`config.mk`:
```
export PLATFORM = sky130hd
export DESIGN_NAME = elevator_call_scheduler_flat
export DESIGN_NICKNAME = d
export VERILOG_FILES = /design/src/rtl/elevator_call_scheduler_if.sv /design/src/rtl/elevator_call_scheduler.sv /design/src/flat_wrapper.sv
export SDC_FILE = /design/constraint.sdc
export NUM_CORES = 1
export LEC_CHECK = 0
export CORE_ASPECT_RATIO = 0.6
export CORE_MARGIN = 2
export CORE_UTILIZATION = 40
export DETAILED_ROUTE_END_ITERATION = 12
export GPL_TIMING_DRIVEN = 0
export PLACE_DENSITY_LB_ADDON = 0.2
export SLEW_MARGIN = 0
export SYNTH_ARGS = -nofsm -noshare
export SYNTH_HDL_FRONTEND = slang
export SYNTH_SLANG_ARGS = --single-unit
```
`constraint.sdc`:
```
create_clock -name clk -period 5.65 [get_ports clk]
set_clock_uncertainty 0.05 [all_clocks]
set_input_delay 1.13 -clock clk [delete_from_list [all_inputs] [get_ports clk]]
set_output_delay 1.13 -clock clk [all_outputs]
set_load 0.02 [all_outputs]
```
`src/rtl/elevator_call_scheduler_if.sv`:
```
// Signal bundle between the elevator call scheduler (master) and the button/floor-counter side (slave).
// With ESTOP_EN defined, the bundle also carries the active-high emergency stop input.
interface elevator_call_scheduler_if #(
    parameter int N_FLOORS = 8
);
    logic [N_FLOORS-1:0] call_req;
    logic [7:0]          floor_q;
    logic                run;
    logic                dir_up;
    logic [7:0]          min_floor;
    logic [7:0]          max_floor;
    logic                door_open;
    logic [N_FLOORS-1:0] pending;
    logic                busy;
    logic [2:0]          dbg_state;
`ifdef ESTOP_EN
    logic                estop;
`endif

    // No valid/ready handshake: call_req is level-sampled every cycle and run is a one-cycle step strobe.
    modport master (
`ifdef ESTOP_EN
        input  estop,
`endif
        input  call_req, floor_q,
        output run, dir_up, min_floor, max_floor, door_open, pending, busy, dbg_state
    );

    modport slave (
`ifdef ESTOP_EN
        output estop,
`endif
        output call_req, floor_q,
        input  run, dir_up, min_floor, max_floor, door_open, pending, busy, dbg_state
    );
endinterface

```
`src/rtl/elevator_call_scheduler.sv`:
```
// SCAN-style elevator call scheduler: latches calls, steps the floor counter, holds the door per stop.
// Optional macro ESTOP_EN adds an estop input and a HALT state.
module elevator_call_scheduler #(
    parameter int N_FLOORS    = 8,
    parameter int DOOR_CYCLES = 4
) (
    input  logic                        clk,
    input  logic                        rst,
    elevator_call_scheduler_if.master   bus
);
    localparam int             TW        = $clog2(DOOR_CYCLES + 1);
    localparam logic [TW-1:0]  DOOR_LOAD = TW'(DOOR_CYCLES);
    localparam logic [7:0]     TOP_FLOOR = 8'(N_FLOORS - 1);

    typedef enum logic [2:0] {
        S_IDLE  = 3'd0,
        S_STEP  = 3'd1,
        S_CHECK = 3'd2,
        S_DOOR  = 3'd3
`ifdef ESTOP_EN
        , S_HALT = 3'd4
`endif
    } state_t;

    state_t              r_state;
    state_t              w_state_nxt;
    logic                r_dir_up;
    logic                w_dir_nxt;
    logic [N_FLOORS-1:0] r_pending;
    logic [N_FLOORS-1:0] w_pending_nxt;
    logic [TW-1:0]       r_timer;
    logic [TW-1:0]       w_timer_nxt;
    logic [N_FLOORS-1:0] w_floor_hot;
    logic [N_FLOORS-1:0] w_absorb_mask;
    logic [N_FLOORS-1:0] w_clear_mask;
    logic                w_above;
    logic                w_below;
    logic                w_here;
    logic                w_absorb;
    logic                w_enter_door;

    // An out-of-range floor_q matches no bit, so every pending call counts as below it.
    always_comb begin
        w_floor_hot = '0;
        w_above     = 1'b0;
        w_below     = 1'b0;
        w_here      = 1'b0;
        for (int f = 0; f < N_FLOORS; f++) begin
            w_floor_hot[f] = (8'(f) == bus.floor_q);
            if (r_pending[f]) begin
                if (8'(f) > bus.floor_q)  w_above = 1'b1;
                if (8'(f) < bus.floor_q)  w_below = 1'b1;
                if (8'(f) == bus.floor_q) w_here  = 1'b1;
            end
        end
    end

    assign w_absorb_mask = (r_state == S_DOOR) ? w_floor_hot : '0;
    assign w_absorb      = |(bus.call_req & w_absorb_mask);
    assign w_enter_door  = (w_state_nxt == S_DOOR) && (r_state != S_DOOR);
    assign w_clear_mask  = w_enter_door ? w_floor_hot : '0;
    // Clear beats a same-cycle call for the floor being served.
    assign w_pending_nxt = (r_pending | (bus.call_req & ~w_absorb_mask)) & ~w_clear_mask;

    always_comb begin
        w_timer_nxt = r_timer;
        if (w_enter_door || w_absorb) begin
            w_timer_nxt = DOOR_LOAD;
        end else if ((r_state == S_DOOR) && (r_timer != '0)) begin
            w_timer_nxt = r_timer - TW'(1);
        end
    end

    always_ff @(posedge clk or negedge rst) begin
        if (!rst) begin
            r_state   <= S_IDLE;
            r_dir_up  <= 1'b1;
            r_pending <= '0;
            r_timer   <= '0;
        end else begin
            r_state   <= w_state_nxt;
            r_dir_up  <= w_dir_nxt;
            r_pending <= w_pending_nxt;
            r_timer   <= w_timer_nxt;
        end
    end

    always_comb begin
        w_state_nxt = r_state;
        w_dir_nxt   = r_dir_up;
        case (r_state)
            S_IDLE: begin
                if (w_here) begin
                    w_state_nxt = S_DOOR;
                end else if ((r_dir_up && w_above) || (!r_dir_up && w_below)) begin
                    w_state_nxt = S_STEP;
                end else if (w_above) begin
                    w_dir_nxt   = 1'b1;
                    w_state_nxt = S_STEP;
                end else if (w_below) begin
                    w_dir_nxt   = 1'b0;
                    w_state_nxt = S_STEP;
                end
            end
            S_STEP: w_state_nxt = S_CHECK;
            S_CHECK: begin
                if (w_here) begin
                    w_state_nxt = S_DOOR;
                end else if (r_dir_up ? w_above : w_below) begin
                    w_state_nxt = S_STEP;
                end else if (r_dir_up ? w_below : w_above) begin
                    w_dir_nxt   = !r_dir_up;
                    w_state_nxt = S_STEP;
                end else begin
                    w_state_nxt = S_IDLE;
                end
            end
            S_DOOR: begin
                if (!w_absorb && (r_timer <= TW'(1))) w_state_nxt = S_IDLE;
            end
`ifdef ESTOP_EN
            S_HALT: begin
                if (!bus.estop) w_state_nxt = S_IDLE;
            end
`endif
            default: w_state_nxt = S_IDLE;
        endcase
`ifdef ESTOP_EN
        if (bus.estop) begin
            w_state_nxt = S_HALT;
            w_dir_nxt   = r_dir_up;
        end
`endif
    end

    always_comb begin
        bus.run       = (r_state == S_STEP);
        bus.door_open = (r_state == S_DOOR);
        bus.busy      = (r_state != S_IDLE);
        bus.dir_up    = r_dir_up;
        bus.pending   = r_pending;
        bus.min_floor = 8'd0;
        bus.max_floor = TOP_FLOOR;
        bus.dbg_state = r_state;
    end
endmodule

```
`src/flat_wrapper.sv`:
```
// flat-port wrapper written by rule: the top's interface ports become plain ports
module elevator_call_scheduler_flat 
#(
    parameter int N_FLOORS    = 8,
    parameter int DOOR_CYCLES = 4
)
  (clk, rst, bus_call_req, bus_floor_q, bus_run, bus_dir_up, bus_min_floor, bus_max_floor, bus_door_open, bus_pending, bus_busy, bus_dbg_state);
  elevator_call_scheduler_if #(.N_FLOORS(N_FLOORS)) bus_i ();
  input  logic clk;
  input  logic rst;
  input wire logic [$bits(bus_i.call_req)-1:0] bus_call_req;
  input wire logic [$bits(bus_i.floor_q)-1:0] bus_floor_q;
  output wire logic [$bits(bus_i.run)-1:0] bus_run;
  output wire logic [$bits(bus_i.dir_up)-1:0] bus_dir_up;
  output wire logic [$bits(bus_i.min_floor)-1:0] bus_min_floor;
  output wire logic [$bits(bus_i.max_floor)-1:0] bus_max_floor;
  output wire logic [$bits(bus_i.door_open)-1:0] bus_door_open;
  output wire logic [$bits(bus_i.pending)-1:0] bus_pending;
  output wire logic [$bits(bus_i.busy)-1:0] bus_busy;
  output wire logic [$bits(bus_i.dbg_state)-1:0] bus_dbg_state;
  assign bus_i.call_req = bus_call_req;
  assign bus_i.floor_q = bus_floor_q;
  assign bus_run = bus_i.run;
  assign bus_dir_up = bus_i.dir_up;
  assign bus_min_floor = bus_i.min_floor;
  assign bus_max_floor = bus_i.max_floor;
  assign bus_door_open = bus_i.door_open;
  assign bus_pending = bus_i.pending;
  assign bus_busy = bus_i.busy;
  assign bus_dbg_state = bus_i.dbg_state;
  elevator_call_scheduler #(.N_FLOORS(N_FLOORS), .DOOR_CYCLES(DOOR_CYCLES)) u_core (.clk(clk), .rst(rst), .bus(bus_i));
endmodule
```
# --- Word level (Yosys, flattened, before mapping) ---
# Index checks and enable logic that the tools add are counted.
classes:
  magnitude_cmp: 17
  reduce_logical: 17
  n_mux: 71
  n_shift: 0
  addsub: 1
  n_eq_ne: 18
  n_div: 0
  mul: 0
  bitwise_logic: 6
ops:
  columns: ["op", "n"]
  rows:
  - ["$mux 1", 58]
  - ["$eq 3x8->1 const A", 4]
  - ["$gt 3x8->1 const A", 4]
  - ["$lt 3x8->1 const A", 4]
  - ["$mux 3", 9]
  - ["$and 8x8->8", 3]
  - ["$eq 2x8->1 const A", 2]
  - ["$gt 1x8->1 const A", 2]
  - ["$gt 2x8->1 const A", 2]
  - ["$lt 1x8->1 const A", 2]
  - ["$lt 2x8->1 const A", 2]
  - ["$mux 8", 2]
  - ["$not 8->8", 2]
  - ["$pmux 3 s4", 1]
  - ["$eq 3x2->1 const B", 3]
  - ["$eq 1x8->1 const A", 1]
  - ["$logic_not 8->1", 1]
  - ["$ne 2x2->1 const B", 4]
  - ["$or 8x8->8", 1]
  - ["$reduce_or 8->1", 1]
  - ["$reduce_and 7->1", 1]
  - ["$reduce_bool 3->1", 2]
  - ["$logic_and 1x1->1", 5]
  - ["$reduce_bool 2->1", 2]
  - ["10 further kinds", 12]
totals:
  romBits: 0
  input_bits: 18
  regBits: 15
  out_inout_bits: 31
  mem_count: 0
  elab_cells: 134
  ram_bits: 0
  latchBits: 0

# --- Longest topological paths before layout ---
# Gate-level depths: netlist of the first run.
logic_depth:
  word_depth: 27
  ltp_mapped: 8
  ltp_nobuf: 6

# --- Worst setup path after synthesis of the first run ---
# No wires, ideal clock.
synth_path:
  path_kind: "input -> register"
  start: "in bus_floor_q[1]"
  end: "reg u_core.r_timer[2]"
  t_arrival_ns: 2.513
  slack_ns: 2.955
  path_stages: 6
  n_path_buf: 1
  setup_ns: 0.132
  required_ns: 5.468
  cell_sequence: "buf_6 mux2_4 a221oi_2 nor4_1 a311o_1 or3b_1"
synth_between:
  elab_chain_len: 26
  word_cells_on_any_way: 96
  cone_classes: "order compare: 16; eq/ne: 8; mux: 61; bitwise: 1; reduce/logical: 10"
synth_lines:
  columns: ["element", "line", "source"]
  rows:
  - ["from (decl)", "flat_wrapper.sv:12", "input wire logic [$bits(bus_i.floor_q)-1:0] bus_floor_q;"]
  - ["$gt 1x8->1 / $lt 1x8->1 (equally long branches)", "elevator_call_scheduler.sv:51, elevator_call_scheduler.sv:52", null]
  - ["$mux 1, on equally long branches", "elevator_call_scheduler.sv:51, elevator_call_scheduler.sv:52", null]
  - ["$mux 1", "elevator_call_scheduler.sv:50", "if (r_pending[f]) begin"]
  - ["$mux 1, on equally long branches", "elevator_call_scheduler.sv:51, elevator_call_scheduler.sv:52", null]
  - ["$mux 1", "elevator_call_scheduler.sv:50", null]
  - ["$mux 1, on equally long branches", "elevator_call_scheduler.sv:51, elevator_call_scheduler.sv:52", null]
  - ["$mux 1", "elevator_call_scheduler.sv:50", null]
  - ["$mux 1, on equally long branches", "elevator_call_scheduler.sv:51, elevator_call_scheduler.sv:52", null]
  - ["[9 not listed]", null, null]
  - ["$mux 1, or another cell as far along (2 in a row)", "elevator_call_scheduler.sv:111", "end else if (r_dir_up ? w_below : w_above) begin"]
  - ["$mux 3, on equally long branches", "elevator_call_scheduler.sv:109, elevator_call_scheduler.sv:95", null]
  - ["$mux 3, on equally long branches", "elevator_call_scheduler.sv:107, elevator_call_scheduler.sv:93", null]
  - ["$pmux 3 s4", "elevator_call_scheduler.sv:91", "case (r_state)"]
  - ["$eq 3x2->1", "elevator_call_scheduler.sv:60", "assign w_enter_door = (w_state_nxt == S_DOOR) && (r_state != S_DOOR);"]
  - ["$logic_and 1x1->1", "elevator_call_scheduler.sv:60", null]
  - ["$logic_or 1x1->1 *", "elevator_call_scheduler.sv:67", "if (w_enter_door || w_absorb) begin"]
  - ["$mux 3 / $reduce_bool 2->1 (equally long branches)", null, null]
  - ["to (signal assigned)", "elevator_call_scheduler.sv:84", "r_timer <= w_timer_nxt;"]
  - ["to (decl)", "elevator_call_scheduler.sv:31", "logic [TW-1:0] r_timer;"]
# Every way passes the cells marked *; elsewhere a longest branch is shown, timed or not.
# A chain may end at the register's enable or synchronous reset.

# --- Worst setup path after layout of the first run ---
layout_path:
  start: "in bus_floor_q[4]"
  end: "reg u_core.r_pending[2] (netlist: u_core.bus.pending[2])"
layout_between:
  elab_chain_len: 27
  word_cells_on_any_way: 99
  cone_classes: "order compare: 16; eq/ne: 8; mux: 61; bitwise: 6; reduce/logical: 8"
layout_lines:
  columns: ["element", "line", "source"]
  rows:
  - ["$gt 1x8->1 / $lt 1x8->1 (equally long branches)", "elevator_call_scheduler.sv:51, elevator_call_scheduler.sv:52", null]
  - ["$mux 1, on equally long branches", "elevator_call_scheduler.sv:51, elevator_call_scheduler.sv:52", null]
  - ["$mux 1", "elevator_call_scheduler.sv:50", null]
  - ["$mux 1, on equally long branches", "elevator_call_scheduler.sv:51, elevator_call_scheduler.sv:52", null]
  - ["$mux 1", "elevator_call_scheduler.sv:50", null]
  - ["$mux 1, on equally long branches", "elevator_call_scheduler.sv:51, elevator_call_scheduler.sv:52", null]
  - ["$mux 1", "elevator_call_scheduler.sv:50", null]
  - ["$mux 1, on equally long branches", "elevator_call_scheduler.sv:51, elevator_call_scheduler.sv:52", null]
  - ["[12 not listed]", null, null]
  - ["$mux 3, on equally long branches", "elevator_call_scheduler.sv:107, elevator_call_scheduler.sv:93", null]
  - ["$pmux 3 s4", "elevator_call_scheduler.sv:91", null]
  - ["$eq 3x2->1", "elevator_call_scheduler.sv:60", null]
  - ["$logic_and 1x1->1", "elevator_call_scheduler.sv:60", null]
  - ["$mux 8", "elevator_call_scheduler.sv:61", "assign w_clear_mask = w_enter_door ? w_floor_hot : '0;"]
  - ["$not 8->8", "elevator_call_scheduler.sv:63", "assign w_pending_nxt = (r_pending | (bus.call_req & ~w_absorb_mask)) & ~w_clear_mask;"]
  - ["$and 8x8->8 *", "elevator_call_scheduler.sv:63", null]
  - ["via u_core.w_pending_nxt[2]", "elevator_call_scheduler.sv:30", "logic [N_FLOORS-1:0] w_pending_nxt;"]
  - ["to (signal assigned)", "elevator_call_scheduler.sv:83", "r_pending <= w_pending_nxt;"]
  - ["to (decl)", "elevator_call_scheduler.sv:29", "logic [N_FLOORS-1:0] r_pending;"]
# The timed path passes the listed nets; every way through them passes the cells marked *.

==> results.json, run 1 <==
{
  "cpLargestDelayFamily": "simple AND/OR/NAND/NOR gates",
  "leakagePower_nw": 0.723,
  "min_period_over_period_pct": 55.3,
  "initial_utilization_pct": 43.1,
  "power.density_cell_area_nw_per_um2": 191,
  "post_cts.repair.setup_buffers": 0,
  "syn-instance-count": 151,
  "worst_path_largest_cell_delay_ns": 0.52,
  "post_drt_via_cell_ratio": 5.24,
  "max-slew-margin-rel_pct": 48.3,
  "path_class": "primary input to register",
  "routed_wl_microns": 3360,
  "antenna_violations_before_repair": 0,
  "die_w_microns": 76.7,
  "htree_levels": 1,
  "final.setup.tns_ns": 0,
  "rsz_0062_raised_after_global_routing": "no",
  "clock_path_buffers": 2,
  "cts_resized": 0,
  "min_clock_period_post_route_ns": 3.12,
  "achievable-frequency_ghz": 0.320,
  "clk_pin_slew_ns": 0.06,
  "worst-path-buf-inv": 1,
  "vias": 1273,
  "dominantRegCellSynth": "sky130_fd_sc_hd__dfrtp_1",
  "status": "complete, no violations",
  "hpwl_microns": 2580,
  "pin_count_of_the_biggest_net_entering_global_routing": 16,
  "remaining_drc_errors": 0,
  "top_level_ports": 49,
  "layout-drive-gt1-share_pct": 16.9,
  "globalRoute.totalOverflow": 0,
  "drt-pass1-iter-count": 4,
  "drv_slew": 0,
  "placed_cells": 239,
  "clock_tree.root_cell": "sky130_fd_sc_hd__clkbuf_8",
  "vdd_drop_max_mv": 0.147,
  "first_iter_violations": 78,
  "synth.ff_latch_count": 15,
  "grt_pass1_vias": 1109,
  "synth-seq-area-share_pct": 29.7,
  "hold_violations": 0,
  "final_cell_mix": "sky130_fd_sc_hd__clkdlybuf4s50_1 (31), sky130_fd_sc_hd__conb_1 (17), sky130_fd_sc_hd__buf_4 (16), sky130_fd_sc_hd__nor2_1 (14), sky130_fd_sc_hd__dfrtp_1 (14)",
  "worst_pin_slew_ns": 0.773,
  "setup-violations-final": 0,
  "final_core_util_pct": 58.9,
  "grt_util_all_layers_pct": 18.7,
  "worst_ep_arrival_time_ns": 3.19,
  "insertedDiodeCount": 0,
  "detail_route.wl_per_cell_microns": 13.8,
  "row_count": 15,
  "clkLatencyLatePin_ns": 0.25,
  "post-route-worst-setup-slack_ns": 2.53,
  "post_synth.cell_area_avg_sq_um": 8.41,
  "flow.area_growth_from_synthesis_pct": 36.6,
  "sort_of_element_at_the_start_of_the_critical_path": "primary input",
  "port_buffers": 31,
  "grt_first_pass_wirelength_microns": 5240,
  "synth-warning-count": 0,
  "die_area_sq_um": 3660,
  "crit_fanout": 5,
  "synth_edf_count": 0,
  "async_flop_share_pct": 100,
  "layout_commonest_cell": "sky130_fd_sc_hd__clkdlybuf4s50_1",
  "fin_cells": 243,
  "die_h_microns": 47.6,
  "finish.instance_area_sq_um": 1730,
  "yosys.cell_types.count": 49,
  "cts.hold.buffers_added": 0,
  "drtAntennaViolNets": 0,
  "critical_path.cell_chain": "clkdlybuf4s50_1 -> or2_1 -> or4_1 -> nor4_2 -> and3_1 -> a211oi_1",
  "fin_nets": 223,
  "core_area_sq_um": 2950,
  "timing.critical_path.slowest_stage_cell": "sky130_fd_sc_hd__or4_1",
  "cts_made_buffers": 3,
  "clock_tree_from_tritoncts": "built",
  "placed_inst_area_sq_um": 1690,
  "worst_ep_required_time_ns": 5.72,
  "synth.cell_area_sq_um": 1270,
  "gp_congestion": 0.881,
  "tritoncts_num_sinks": 15,
  "place_worst_setup_slack_ns": 2.27,
  "setup.worst_path.end_class": "register",
  "min-delay-path-class": "register to register",
  "timing.max_cap.violations": 0
}
-- cell families (layout without fill, tap and decap cells) --
logic type / Yosys count / after routing / share of synthesized area [%]
buf+inv: 29 / 64 / 15.1
xor+xnor: 1 / 1 / 0.690
compound gates: 45 / 45 / 23.7
simple gates: 51 / 51 / 22.0
mux: 5 / 5 / 5.32
flops: 15 / 15 / 29.7
fa+ha+maj: 3 / 3 / 2.96
other cells: 2 / 17 / 0.591
-- metrics by stage --
stage          power, mW  hold slack (ns)
2_1_floorplan      0.208            0.464
3_3_place_gp       0.240            0.434
3_5_place_dp       0.244            0.436
4_1_cts            0.335            0.453
5_1_grt            0.357            0.469
6_report           0.331            0.448
-- final timing paths --
path	startpoint	to	slack, ns	cells past startpoint
min in group asynchronous	rst	u_core.bus.pending[0]$_DFF_PN0_	1.28	1
max	bus_floor_q[4]	u_core.bus.pending[2]$_DFF_PN0_	2.53	6
min reg2reg	u_core.bus.dir_up$_DFFE_PN1P_	u_core.bus.dir_up$_DFFE_PN1P_	0.45	2
max in group asynchronous	rst	u_core.bus.dbg_state[1]$_DFF_PN0_	3.78	1
min	u_core.bus.dir_up$_DFFE_PN1P_	u_core.bus.dir_up$_DFFE_PN1P_	0.45	2
max reg2reg	u_core.bus.pending[5]$_DFF_PN0_	u_core.r_timer[2]$_DFFE_PN0P_	3.50	7
-- final cells by class --
cell class / instances / area [sq um]
fill: 283 / 1210
multi-input combinational: 122 / 758
sequential: 15 / 377
timing repair buffer: 31 / 310
buffer: 22 / 165
tap: 42 / 52.6
clock buffer: 4 / 45.0
inverter: 7 / 26.3
-- metal layers --
metal	vias to the layer above	share of wire (%)	global-route usage [%]
met5	-	0	0
met4	0	0	1.09
met3	0	9.7	6.04
met2	54	43	29.5
met1	600	47	26.6
li1	619	-	-
-- synth_stat cells, drive strengths merged (3+ instances only) --
| cell type | n | area (sq um) |
|---|---|---|
| a211oi | 4 | 42.5 |
| nand4 | 3 | 18.8 |
| nor2 | 14 | 52.6 |
| a31oi | 5 | 31.3 |
| inv | 7 | 26.3 |
| nand3 | 3 | 15.0 |
| a21oi | 13 | 65.1 |
| buf | 21 | 158 |
| or3 | 4 | 25.0 |
| o21ai | 10 | 50.0 |
| and3 | 3 | 18.8 |
| nor3 | 4 | 25.0 |
| mux2i | 3 | 30.0 |
| nor4 | 4 | 31.3 |
| nand2 | 6 | 22.5 |
| ha | 3 | 37.5 |
| dfrtp | 14 | 350 |
-- sequential cells by signal (all words and copies together) (netlist names) --
signal	cells
u_core.bus.dbg_state	3
u_core.bus.dir_up	1
u_core.bus.pending	8
u_core.r_timer	3
-- worst reg2reg max path: cells and delay by family, from the launching register on --
kind | cells | cell delay, ns
muxes | 1 | 0.13
and+or+nand+nor | 2 | 0.51
DFF | 1 | 0.39
buffers and inverters | 1 | 0.14
AOI/OAI and AO/OA | 3 | 0.80
-- power by group --
group	internal (mW)	total [mW]	switching, mW
Sequential	0.120	0.132	0.0120
Clock	0.0500	0.0884	0.0384
Combinational	0.0526	0.111	0.0583
Total	0.223	0.331	0.109
Power figures use the tool's default switching activity.
==> run 2, diff against run 1 <==
Settings changed: CORE_UTILIZATION 40 to 39.
Clock period 5.65 ns to 2.7 ns, I/O delays scaled along.
==> run 2 against run 1 <==
Against the previous run: die area rose by 2.4%; sequential power is 110% higher; routed wire length up 7.5%; critical path type unchanged; largest cell class unchanged.
==> results.json, run 2 (synthesis gave the netlist of run 1 again) <==
{
  "routed_wl_microns": 3610,
  "cts.hold.buffers_added": 0,
  "ff2ff_path_depth": 7,
  "pwr-share-seq_pct": 38.7,
  "drtAntennaViolNets": 0,
  "layout_commonest_cell": "sky130_fd_sc_hd__clkdlybuf4s50_1",
  "hold_ws_ns": 0.453,
  "final_cell_mix": "sky130_fd_sc_hd__clkdlybuf4s50_1 (31), sky130_fd_sc_hd__conb_1 (17), sky130_fd_sc_hd__buf_4 (16), sky130_fd_sc_hd__nor2_1 (14), sky130_fd_sc_hd__dfrtp_1 (14)",
  "row_count": 15,
  "final.setup.tns_ns": 0,
  "drv_slew": 0,
  "min-delay-path-class": "register to register",
  "timing.max_cap.violations": 0,
  "worst_ep_required_time_ns": 2.78,
  "max-slew-margin-rel_pct": 50.2,
  "worst_pin_slew_ns": 0.745,
  "rsz_0062_raised_after_global_routing": "no",
  "first_iter_violations": 206,
  "total_switching_power_mw": 0.245,
  "htree_levels": 1,
  "worst_ep_arrival_time_ns": 2.63,
  "path_class": "primary input to register",
  "grt.met1_usage_pct": 26.1,
  "detail_route.wl_per_cell_microns": 14.8,
  "clk_pin_slew_ns": 0.06,
  "p_int_mw": 0.468,
  "remaining_drc_errors": 0,
  "antenna_violations_before_repair": 0,
  "hold_violations": 0,
  "grt_util_all_layers_pct": 20.0,
  "die_w_microns": 77.7,
  "clkLatencyLatePin_ns": 0.26,
  "post_drt_via_cell_ratio": 5.41,
  "insertedDiodeCount": 0,
  "status": "complete, no violations",
  "sort_of_element_at_the_start_of_the_critical_path": "primary input",
  "globalRoute.totalOverflow": 0,
  "crit-reg2reg-launch": "u_core.bus.pending[5]$_DFF_PN0_",
  "drt-pass1-iter-count": 4,
  "power.clock.fraction_pct": 27.4,
  "worstHoldStart": "u_core.bus.dir_up$_DFFE_PN1P_",
  "power.density_cell_area_nw_per_um2": 410,
  "gp_congestion": 0.915,
  "largest_register_ffs": 8,
  "grt_first_pass_wirelength_microns": 5560,
  "setup-violations-final": 0,
  "crit_fanout": 5,
  "grt_pass1_vias": 1145,
  "clock_tree.root_cell": "sky130_fd_sc_hd__clkbuf_8",
  "pin_count_of_the_biggest_net_entering_global_routing": 16,
  "tritoncts_num_sinks": 15,
  "vdd_drop_max_mv": 0.279,
  "min_clock_period_post_route_ns": 2.55,
  "post_cts.repair.setup_buffers": 0,
  "setup.worst_path.end_class": "register",
  "hold_path_depth": 2,
  "core_area_sq_um": 2980,
  "cts_made_buffers": 3,
  "die_area_sq_um": 3740,
  "clock_path_buffers": 2,
  "clock_tree_from_tritoncts": "built",
  "min_period_over_period_pct": 94.3,
  "achievable-frequency_ghz": 0.393,
  "whs_endpoint": "u_core.bus.dir_up$_DFFE_PN1P_",
  "worst_r2r_end": "u_core.r_timer[2]$_DFFE_PN0P_",
  "flow.area_growth_from_synthesis_pct": 37.0,
  "layout-drive-gt1-share_pct": 17.4,
  "r2r_slack_ns": 0.51,
  "initial_utilization_pct": 42.6,
  "die_h_microns": 48.2,
  "hpwl_microns": 2750,
  "vias": 1315,
  "leakagePower_nw": 0.724,
  "busiest_layer": "met2",
  "power.share.switching_pct": 34.4,
  "cts_resized": 0,
  "power_share_of_the_combinational_group_pct": 34.0,
  "top_level_ports": 49,
  "port_buffers": 31,
  "fin_nets": 223,
  "met2_usage_pct": 34.7,
  "fraction_of_met3_tracks_used_by_global_routing_pct": 5.37
}
==> run 2: cell counts in the layout (fill, tap and decap cells not counted) <==
No cell type changed its count.
==> run 2: how the worst max path moves through the flow <==
stage,start,endpoint,slack (ns)
detailed placement,bus_floor_q[0],u_core.r_timer[2]$_DFFE_PN0P_,-0.09
CTS,bus_floor_q[0],u_core.r_timer[2]$_DFFE_PN0P_,0.16
global placement,bus_floor_q[0],u_core.r_timer[2]$_DFFE_PN0P_,-0.09
floorplan,bus_floor_q[1],u_core.r_timer[2]$_DFFE_PN0P_,0.60
finish,bus_floor_q[0],u_core.r_timer[2]$_DFFE_PN0P_,0.15
global route,bus_floor_q[0],u_core.r_timer[2]$_DFFE_PN0P_,0.07
==> run 2: final cells by class <==
| cell class | count | area (sq um) |
|---|---|---|
| Tap cell | 42 | 52.6 |
| Multi-Input combinational cell | 122 | 764 |
| Clock buffer | 4 | 45.0 |
| Sequential cell | 15 | 377 |
| Timing Repair Buffer | 31 | 310 |
| Inverter | 7 | 26.3 |
| Fill cell | 275 | 1240 |
| Buffer | 22 | 165 |
==> run 2: worst max-delay path, cell delays in order <==
cell and delay [ns]:
sky130_fd_sc_hd__clkdlybuf4s50_1 0.56, sky130_fd_sc_hd__mux4_2 0.55, sky130_fd_sc_hd__nor2_1 0.13, sky130_fd_sc_hd__nor4_1 0.08, sky130_fd_sc_hd__a311o_1 0.38, sky130_fd_sc_hd__or3b_1 0.39
==> run 2: stage by stage <==
stage          cell area [sq um]  cells  util [%]  power (mW)  setup WS, ns
2_1_floorplan               1330    166         -       0.435         0.595
3_3_place_gp                1690    239      56.6       0.502       -0.0933
3_5_place_dp                1690    239      56.6       0.520       -0.0881
4_1_cts                     1730    243      58.1       0.717         0.160
5_1_grt                     1740    243      58.3       0.757        0.0677
6_report                    1740    243      58.3       0.714         0.154
==> run 2: power by group through the flow <==
| stage | Combinational (mW) | Sequential, mW | Clock (mW) |
|---|---|---|---|
| after floorplan | 0.156 | 0.279 | 0 |
| after global placement | 0.225 | 0.278 | 0 |
| after detailed placement | 0.240 | 0.280 | 0 |
| after CTS | 0.241 | 0.276 | 0.200 |
| after global routing | 0.270 | 0.281 | 0.206 |
| final | 0.242 | 0.276 | 0.195 |
==> run 2: per-layer routing <==
metal  vias up  routed length (microns)
li1        620                        -
met1       607                     1500
met2        83                     1630
met3         5                      444
met4         0                       27
met5         -                        0
